===== src/rtl/projetil_lancado.sv =====
// projetil_lancado: one shot slot. It takes a launch command carrying a start
// position, then flies a round projectile vertically at a fixed pixel rate.
// The shot retires when it is hit or when it leaves the screen.
//
// Ports:
//   CLOCK_50   system clock
//   resetNave  asynchronous, active-high reset
//   pausa      1 = freeze movement and ignore launches (acerto still honoured)
//   iniciar    launch request; only its rising edge counts as a command
//   xi, yi     launch centre position (10-bit, passed through unchecked)
//   ehAliada   1 = flies up (y decreasing), 0 = flies down
//   acerto     hit report from collision logic; retires the shot
//   x, y       current centre (FORA while inactive)
//   raio       projectile radius (constant RAIO)
//   ativa      1 while in flight
//   pronta     1 when a launch edge will be accepted
//   lancou     1-cycle acknowledge of an accepted launch
//   terminou   1-cycle pulse when the shot retires
module projetil_lancado #(
    parameter int unsigned DIV      = 250000,
    parameter int unsigned PASSO    = 1,
    parameter int unsigned RAIO     = 5,
    parameter int unsigned TELA_ALT = 480,
    parameter int unsigned FORA     = 1000
) (
    input  logic       CLOCK_50,
    input  logic       resetNave,
    input  logic       pausa,
    input  logic       iniciar,
    input  logic [9:0] xi,
    input  logic [9:0] yi,
    input  logic       ehAliada,
    input  logic       acerto,
    output logic [9:0] x,
    output logic [9:0] y,
    output logic [9:0] raio,
    output logic       ativa,
    output logic       pronta,
    output logic       lancou,
    output logic       terminou
);

    localparam int unsigned CNT_W = (DIV > 1) ? $clog2(DIV) : 1;

    typedef enum logic [1:0] {
        OCIOSA = 2'd0,
        VOO    = 2'd1,
        FIM    = 2'd2
    } estado_t;

    estado_t          estado;
    logic [CNT_W-1:0] cnt;
    logic             iniciar_d;

    logic             borda;
    logic             passo_agora;
    logic [10:0]      y_soma;
    logic             saiu_tela;
    logic             retira;
    logic             avanca;

    // Launch command is the rising edge of iniciar, tracked even while paused
    assign borda = iniciar & ~iniciar_d;

    // Movement step fires on the last count of the divider
    assign passo_agora = (cnt == CNT_W'(DIV - 1));

    // Enemy exit check done in 11 bits so y+PASSO cannot wrap
    assign y_soma = {1'b0, y} + 11'(PASSO);

    // A step would carry the shot off screen (no wrap below 0 going up)
    always_comb begin
        saiu_tela = 1'b0;
        if (ehAliada) begin
            saiu_tela = (y < 10'(PASSO));
        end else begin
            saiu_tela = (y_soma >= 11'(TELA_ALT));
        end
    end

    // Retire on a hit (priority, even when paused) or on leaving the screen
    always_comb begin
        retira = 1'b0;
        avanca = 1'b0;
        if (estado == VOO) begin
            if (acerto) begin
                retira = 1'b1;
            end else if (!pausa && passo_agora) begin
                retira = saiu_tela;
                avanca = ~saiu_tela;
            end
        end
    end

    // State machine with registered outputs
    always_ff @(posedge CLOCK_50 or posedge resetNave) begin
        if (resetNave) begin
            estado    <= OCIOSA;
            cnt       <= '0;
            iniciar_d <= 1'b0;
            x         <= 10'(FORA);
            y         <= 10'(FORA);
            raio      <= 10'(RAIO);
            ativa     <= 1'b0;
            pronta    <= 1'b1;
            lancou    <= 1'b0;
            terminou  <= 1'b0;
        end else begin
            iniciar_d <= iniciar;
            raio      <= 10'(RAIO);
            lancou    <= 1'b0;
            terminou  <= 1'b0;

            case (estado)
                OCIOSA: begin
                    pronta <= 1'b1;
                    ativa  <= 1'b0;
                    x      <= 10'(FORA);
                    y      <= 10'(FORA);
                    if (borda && !pausa) begin
                        x      <= xi;
                        y      <= yi;
                        cnt    <= '0;
                        lancou <= 1'b1;
                        pronta <= 1'b0;
                        ativa  <= 1'b1;
                        estado <= VOO;
                    end
                end

                VOO: begin
                    if (retira) begin
                        terminou <= 1'b1;
                        ativa    <= 1'b0;
                        x        <= 10'(FORA);
                        y        <= 10'(FORA);
                        estado   <= FIM;
                    end else if (!pausa) begin
                        if (passo_agora) begin
                            cnt <= '0;
                        end else begin
                            cnt <= cnt + CNT_W'(1);
                        end
                        if (avanca) begin
                            if (ehAliada) begin
                                y <= y - 10'(PASSO);
                            end else begin
                                y <= y + 10'(PASSO);
                            end
                        end
                    end
                end

                FIM: begin
                    // pronta rises the cycle after the terminou pulse
                    pronta <= 1'b1;
                    estado <= OCIOSA;
                end

                default: begin
                    estado <= OCIOSA;
                end
            endcase
        end
    end

endmodule


===== config.mk =====
export PLATFORM = sky130hd
export DESIGN_NAME = projetil_lancado
export DESIGN_NICKNAME = d
export VERILOG_FILES = /design/src/rtl/projetil_lancado.sv
export SDC_FILE = /design/constraint.sdc
export NUM_CORES = 1
export LEC_CHECK = 0
export CORE_ASPECT_RATIO = 0.75
export CORE_MARGIN = 2
export CORE_UTILIZATION = 60
export DETAILED_ROUTE_END_ITERATION = 7
export DONT_BUFFER_PORTS = 1
export HOLD_SLACK_MARGIN = 0.1
export PLACE_DENSITY = 0.84
export SKIP_LAST_GASP = 1
export SYNTH_ARGS = -nofsm -noshare
export SYNTH_HDL_FRONTEND = slang
export SYNTH_SLANG_ARGS = --single-unit

===== constraint.sdc =====
create_clock -name CLOCK_50 -period 7.1 [get_ports CLOCK_50]
set_input_delay 2.13 -clock CLOCK_50 [delete_from_list [all_inputs] [get_ports CLOCK_50]]
set_output_delay 2.13 -clock CLOCK_50 [all_outputs]
set_load 0.03 [all_outputs]

==> results, run 1 <==
- The number of core rows is 20.
- The vertical extent of the die is a little over 60 um.
- The number of synthesized register bits is 45.
- After synthesis, the cell types taking the most area are sky130_fd_sc_hd__dfrtp_1 30%, sky130_fd_sc_hd__dfstp_2 13%, sky130_fd_sc_hd__o21ai_0 5.3%.
- The count of vias placed by the detailed router is between 2000 and 2500.
- The number of hold violations in the final report is 0.
- Summed over all instances, the cell type with the most area after synthesis is sky130_fd_sc_hd__dfrtp_1.
- The mean cell area of the mapped netlist is 8.73 sq um.
- The worst vdd rail ir drop is 0.164 mV.
- The net switching component of the power is between 200 and 250 uW.
- The endpoint identified for the worst register-to-register timing path is y[1].
- The startpoint identified for the worst register-to-register timing path is y[2].
- The critical path goes through nand3b_1 -> or3_1 -> nor4_1 -> o311a_1 -> o21ai_0 -> o31ai_1.
- The quantity of hold-fixing buffers added after cts is 0.
- The area of the die is 4930 sq um.
- In the finished design, the share of the clock period the worst path needs comes to 0.534.
- For this configuration, the core starts out at a cell density of 0.637.
- From synthesis to final layout, the design area changed by 1.14%.
- The number of gates given a new drive strength after cts is 0.
- Dividing the detail-routed wire length by the instance count gives 16.3 um.
- For the worst-skew pair, the clock arrives at the later sink with an insertion delay of 0.30 ns.
- The total DRC errors in the routed layout is 0.
- The via count of the first global-routing pass came to 1932.
- The post-synthesis sequential area ratio is 0.435.
- Setup violations remaining at the end of the flow were counted as 0.
- At the pin with the least slew margin, the transition time is 0.891 ns.
- Port buffering added 0 buffers.
- The count of cell types in the netlist is 54.
- The flow ran to the end, and the final reports show no timing, DRC or antenna violations.
- The congestion estimate from routability-driven global placement came to ~0.91.
- The overall track demand over capacity in global routing is 0.242.
- The pre-antenna-repair detailed-routing pass consisted of 4 iterations.
- Setup repair after global routing left no endpoint under its margin.
- The final core utilization is 0.644.
- The worst hold-check path type is flip-flop to flip-flop.
- The hold-critical path depth is 1.
- 60 I/O pins were placed.
- Dividing total power by cell area gives a power density of 219 nW/um^2.
- The synthesized design contains 0 enable-type register cells.
- The most instantiated flip-flop cell in the synthesis netlist is sky130_fd_sc_hd__dfrtp_1.
- The remaining global-route overflow is 0.
- The share of total power dissipated in sequential elements is 0.556.
- The per-cell via count in the routed design is 6.43.
- The headroom to the max-slew limit is 0.401.
- Buffers added to address setup during post-CTS repair amount to 0.
- In this design, the stage delay of the slowest critical-path cell is 0.69 ns.
- The net count reported at finish is roughly 320.
- The arrival time reported for the critical path endpoint is 3.99 ns.
- Summing internal, switching and leakage power gives 582 uW.
- Of the total power, combinational logic draws 0.172.
- Of the total power, the share spent switching nets is 0.346.
- TritonCTS built the clock tree.
- The worst endpoint required time is between 7 and 8 ns.
- The wire length of the first global-routing pass is ~9.1 mm.
- The slack of the worst reg-to-reg path is 3.89 ns.
- In the final layout, the share of cells above drive strength 1 is 0.110.
- Along the worst path, the maximum fanout reaches 19.
- The total area inside the core boundary comes to 4130 sq um.
- The area share of the largest cell type after synthesis is 0.305.
- The placed instance count is roughly 340.
- The type of the worst setup path is input pin to flip-flop.
- The number of warnings reported in the yosys synthesis log is 0.
- The fmax is 0.264 GHz.
- The worst path buffer plus inverter count is 0.
- The final sum of negative setup slack is 0 ns.
- For the final database, setup skew stands at 0.0134 ns.
- STA classifies the critical path endpoint as a flip-flop.
- The post-route non-filler standard cell count is 345.
- The internal power is 381 uW.
- The die is 80.4 um wide.
- The routed design could run at a clock period as short as 3.79 ns.
- The maximum clock insertion buffer count is 2.
- The count of routing violations after the opening detailed-route iteration is 324.
- The maximum level of the CTS H-tree is 2.
- The analysis attributes to cell leakage a power of 0.00106 uW.
- Of the total power, the clock network draws 0.272.
- On the critical path, the stage with the largest delay is an instance of sky130_fd_sc_hd__o311a_1.
- The pin count of the biggest net entering global routing is 46.
- The detailed placement HPWL is 4.05 mm.
- The post-synth design cell area is 2630 sq um.
- The number of max-slew violations in the final report was 0.
- The worst setup path is launched from an input pin.
- The initial antenna violation count is 0.
- After synthesis, the share of flip-flops with an asynchronous set or reset is 1.00.
- The clock sink count is between 40 and 50.
- The worst hold path begins at estado[0].
- Across the run, the number of max-cap violations was 0.
- The hold-critical path endpoint is pronta.
- After clock tree synthesis, the clock-pin slew on the worst setup and hold paths is 0.08 ns.
- The total detailed-routing wirelength is 5.61 mm.
- Counting every instance in the synthesized netlist gives 301.
- Broken down by cell family, the worst path's largest delay share belongs to compound AO/OA/AOI/OAI gates.
- TritonCTS created 5 clock buffers.
- The count of antenna-violating nets left after detailed routing is 0.
- 0 antenna diodes ended up in the layout.
- The clock root buffer master is sky130_fd_sc_hd__clkbuf_8.
- For the worst flop-to-flop path, the logic depth is 7.
## final cells by class
type                            count  area [sq um]
Sequential cell                    45          1140
Clock buffer                        5          68.8
Fill cell                         357          1470
Multi-Input combinational cell    224          1310
Tap cell                           55          68.8
Timing Repair Buffer                1          7.51
Clock inverter                      3          21.3
Inverter                           12          45.0
## how the worst max path moves through the flow
stage | from | end | slack, ns | depth (start not counted)
floorplan | ehAliada | y[1] | 3.27 | 7
global placement | ehAliada | cnt[6] | 3.13 | 6
detailed placement | ehAliada | cnt[6] | 3.06 | 6
CTS | ehAliada | cnt[2] | 3.37 | 6
global route | ehAliada | cnt[6] | 3.13 | 6
finish | ehAliada | cnt[2] | 3.31 | 6
## registers in the layout, indices dropped and copies added, names as in the netlist
register and cells:
x 10, terminou 1, y 10, lancou 1, iniciar_d 1, cnt 18, ativa 1, estado 2
pronta 1
## per-layer routing
| metal | vias up | wire [um] | track usage |
|---|---|---|---|
| li1 | 1059 | - | - |
| met1 | 1042 | 2580 | 0.363 |
| met2 | 117 | 2280 | 0.331 |
| met3 | 2 | 730 | 0.0762 |
| met4 | 0 | 16 | 0.0872 |
| met5 | - | 0 | 0 |
## per-stage QoR
step / cell area (sq um) / hold WS [ns] / worst slack (ns)
after floorplan: 2660 / 0.418 / 3.27
after global placement: 2570 / 0.446 / 3.13
after detailed placement: 2570 / 0.469 / 3.06
after CTS: 2660 / 0.470 / 3.37
after global routing: 2660 / 0.521 / 3.13
final: 2660 / 0.474 / 3.31
## Yosys cell counts, drive strengths merged (2+ instances only)
library cell / n
a21o: 2
a21oi: 25
a22o: 5
a31oi: 9
and2: 2
and3: 3
and4b: 2
buf: 15
clkbuf: 13
conb: 2
dfrtp: 32
dfstp: 13
ha: 3
inv: 12
nand2: 17
nand2b: 4
nand3: 15
nand4: 8
nor2: 30
nor2b: 2
nor3: 4
nor4: 2
nor4b: 2
o21ai: 29
o22a: 6
o22ai: 7
o31ai: 7
or2: 4
or3: 8
or4: 2
## power by group through the flow
| stage | combinational, uW | clock, uW | sequential (uW) |
|---|---|---|---|
| 3_3_place_gp | 96.9 | 0 | 327 |
| 4_1_cts | 99.2 | 162 | 323 |
| 6_report | 100 | 158 | 324 |
| 5_1_grt | 113 | 172 | 327 |
| 2_1_floorplan | 95.8 | 0 | 316 |
| 3_5_place_dp | 98.8 | 0 | 327 |
## kinds of logic (layout without fill, tap and decap cells)
group,count (synthesis),after routing,synth area share
other,2,10,0.00286
adders and majority gates,3,3,0.0143
and+or+nand+nor,108,108,0.215
xor gates and xnor gates,1,1,0.00333
buffers and inverters,40,21,0.0804
AOI/OAI and AO/OA,102,102,0.250
DFF,45,45,0.435
## placed cells by master, fill, tap and decap left out, types with 9 or more instances in the layout
cell type and instances:
sky130_fd_sc_hd__nand3_1 15, sky130_fd_sc_hd__a31oi_1 9, sky130_fd_sc_hd__a21oi_1 24, sky130_fd_sc_hd__nor2_1 30, sky130_fd_sc_hd__dfstp_2 13, sky130_fd_sc_hd__o21ai_0 28, sky130_fd_sc_hd__conb_1 10, sky130_fd_sc_hd__dfrtp_1 32
sky130_fd_sc_hd__inv_1 11, sky130_fd_sc_hd__nand2_1 17
(Power assumes the default switching activity.)
==> run 2, diff against run 1 <==
==> constraint.sdc (replaced) <==
create_clock -name CLOCK_50 -period 3.6 [get_ports CLOCK_50]
set_input_delay 1.08 -clock CLOCK_50 [delete_from_list [all_inputs] [get_ports CLOCK_50]]
set_output_delay 1.08 -clock CLOCK_50 [all_outputs]
set_load 0.03 [all_outputs]
==> run 2 against run 1 <==
Effect of this change:
- global-route usage rose by 0.85 points
- non-clock buffer count rose by 1
- cell area rose by 1.4%
- flip-flop and latch count did not move
- wire length rose by 6.3%
- clock-buffer cell count rose by 1
- die area did not move
- sequential power rose by 95%
- worst setup slack got worse by 2.9 ns
- hold slack got worse by 0.0090 ns
- first-iteration DRC count fell by 18%
- critical endpoint is now y[1]
- largest power group unchanged
==> results, run 2 (synthesized netlist as in run 1, its figures left out) <==
- The flow ran to the end, and the final reports show no timing, DRC or antenna violations.
- The layout overhead on the synthesized area is 2.57%.
- For this run, global-route usage on met3 was measured as 0.0587.
- The number of buffers added by the clock tree synthesis step is 5.
- The count of antenna-violating nets left after detailed routing is 0.
- The cell leakage power is 0.00108 uW.
- The largest registers in the layout are cnt: 18 flops, x: 10 flops, y: 10 flops.
- The count of routing violations after the opening detailed-route iteration is roughly 270.
- The initial cell density of the core is 0.637.
- The CTS tree is built.
- Across all layers, the routed design uses 2223 vias.
- The number of max-slew violations in the final report is 0.
- During placement, the flow inserted port buffers numbering 0.
- The H-tree was split into 2 levels.
- The routed wire length per instance is 17.3 um.
- The post-route non-filler standard cell count is 346.
- The tightest hold path in the finished design has a slack of 0.465 ns.
- The worst hold path begins at estado[0].
- Measured along the x axis, the die boundary spans 80.4 um.
- The wire length of the first global-routing pass is 9.31 mm.
- For the pin with the worst max-slew slack, the measured transition is ~0.95 ns.
- The net count reported at finish is 319.
- The quantity of hold-fixing buffers added after cts is 0.
- Counting the fill cells in the layout gives 380.
- The fraction of final layout cells sized beyond drive strength 1 is 0.113.
- The total detailed-routing wirelength is 5.97 mm.
- Counting every sink on the clock net gives 45.
- The via count of the first global-routing pass is 1884.
- The headroom to the max-slew limit is 0.364.
- The overall track demand over capacity in global routing is 0.251.
- Traced cell by cell, the critical path runs through nand2_1 -> nor3_1 -> o32ai_1 -> a22o_1 -> nor4_2 -> a21oi_1 -> o31ai_1.
- The antenna diode instance count is 0.
- Gates resized during post-CTS repair numbered 0.
- Static timing analysis puts the maximum clock frequency at 0.314 GHz.
- The worst-path maximum fanout is 9.
- In the layout the commonest cells are 32 x sky130_fd_sc_hd__dfrtp_1, 30 x sky130_fd_sc_hd__nor2_1, 28 x sky130_fd_sc_hd__o21ai_0.
- The maximum clock insertion buffer count is 2.
- After global routing, the most crowded layer is met1.
- The largest register by flop count is cnt.
- Max-cap violations in this run came to 0.
- The fraction of the cycle the final worst path needs is 0.884.
- Counting instances, the worst hold path has a depth of 1.
- Summed over all nets, the half-perimeter wirelength after detailed placement is 4.25 mm.
- The critical path is of the flip-flop to flip-flop type.
- After detailed routing, the number of remaining DRC violations is 0.
- The initial antenna violation count is 0.
- Among all stages on the critical path, the largest delay is contributed by sky130_fd_sc_hd__nor4_2.
- Clock-pin slew was measured on the worst setup and hold paths at about 0.080 ns.
- Measured along the y axis, the die boundary spans a little over 60 um.
- Setup repair after global routing left no endpoint under its margin.
- In this run, placement finished with an instance count of 338.
- The arrival time reported for the critical path endpoint is 3.38 ns.
- The worst register-to-register path begins at y[0].
- The cell depth of the worst flop-to-flop path is 7.
- During I/O placement, the number of pins put on the boundary was 60.
- Entering global routing, the biggest net connects 27 pins.
- The later-pin clock latency in the skew report is 0.30 ns.
- In this run the critical register-to-register path is captured at y[1].
- The number of hold violations in the final report is 0.
- Summed over all layers, the global routing overflow is 0.
- The congestion estimate from routability-driven global placement came to about 0.93.
- The floorplan core area is 4130 sq um.
- The iteration count of the initial detailed-routing pass is 6.
- The hold-critical path endpoint is pronta.
- For this run, global-route usage on met1 was measured as 0.381.
- After detailed routing, the number of vias per cell comes to 6.42.
- The leading cell type in the layout, fill and taps excluded is sky130_fd_sc_hd__dfrtp_1.
- The worst vdd rail ir drop is 0.348 mV.
- Dividing total power by cell area gives a power density of 460 nW/um^2.
- The clock root buffer master is sky130_fd_sc_hd__clkbuf_8.
- The area of the die is between 4000 and 5000 sq um.
- STA classifies the critical path startpoint as a flip-flop.
- The final sum of negative setup slack is 0 ns.
- The clock arrives with 0.00442 ns of skew.
- The register with the most flip-flops in the layout has 18 of them.
- At the worst endpoint, the required time is 3.80 ns.
- The final core utilization is 0.653.
- The slack of the worst reg-to-reg path is 0.42 ns.
- Setup violations remaining at the end of the flow were counted as 0.
- For this run, the slowest stage of the critical path takes 0.72 ns.
- STA classifies the critical path endpoint as a flip-flop.
- In the global route stage, met2 resource usage came out at 0.367.
- The number of core rows is 20.
- The worst hold-check path type is flip-flop to flip-flop.
- The worst path needs 3.18 ns of the cycle, external delays included.
- Post-CTS timing repair inserted 0 buffers for setup.
==> run 2: cell types whose count changed in the layout (fill, tap and decap cells not counted), sizes merged <==
cell    change
buf         +1
bufinv      +1
clkbuf      +1
clkinv      -1
inv         -1
==> run 2: power by group <==
part,internal [uW],switching [uW]
registers,544,86.7
logic,70.9,138
clock network,226,175
==> run 2: how the worst max path moves through the flow <==
| stage | start | endpoint | slack (ns) | depth (start not counted) |
|---|---|---|---|---|
| floorplan | ehAliada | y[1] | 0.82 | 7 |
| global placement | ehAliada | cnt[6] | 0.55 | 6 |
| detailed placement | y[3] | y[1] | 0.51 | 7 |
| CTS | y[3] | y[1] | 0.48 | 7 |
| global route | y[0] | y[1] | 0.20 | 7 |
| finish | y[0] | y[1] | 0.42 | 7 |
==> run 2: worst max-delay path, delay by kind of cell, from the launching register on <==
kind | cells | cell delay, ns
DFF | 1 | 0.67
AOI/OAI and AO/OA | 4 | 1.02
and+or+nand+nor | 3 | 1.40
==> run 2: metrics by stage <==
stage                     cell area, sq um  total power, uW  setup WS (ns)
after floorplan                       2660              813          0.819
after global routing                  2700             1300          0.198
after CTS                             2700             1240          0.479
final                                 2700             1240          0.416
after detailed placement              2580              843          0.505
after global placement                2580              839          0.553
==> run 2: final cells by class <==
cell class                      instances  area [sq um]  share of cell area
Timing Repair Buffer                    2          15.0             0.00557
Clock inverter                          2          37.5              0.0139
Sequential cell                        45          1140               0.424
Tap cell                               55          68.8              0.0255
Inverter                               12          45.0              0.0167
Clock buffer                            6          82.6              0.0306
Multi-Input combinational cell        224          1310               0.484
==> run 2: routing by layer <==
layer  vias to the layer above  wire length [um]
met1                      1037              2890
met4                         0                34
met5                         -                 0
met2                       125              2520
met3                         5               531
li1                       1056                 -
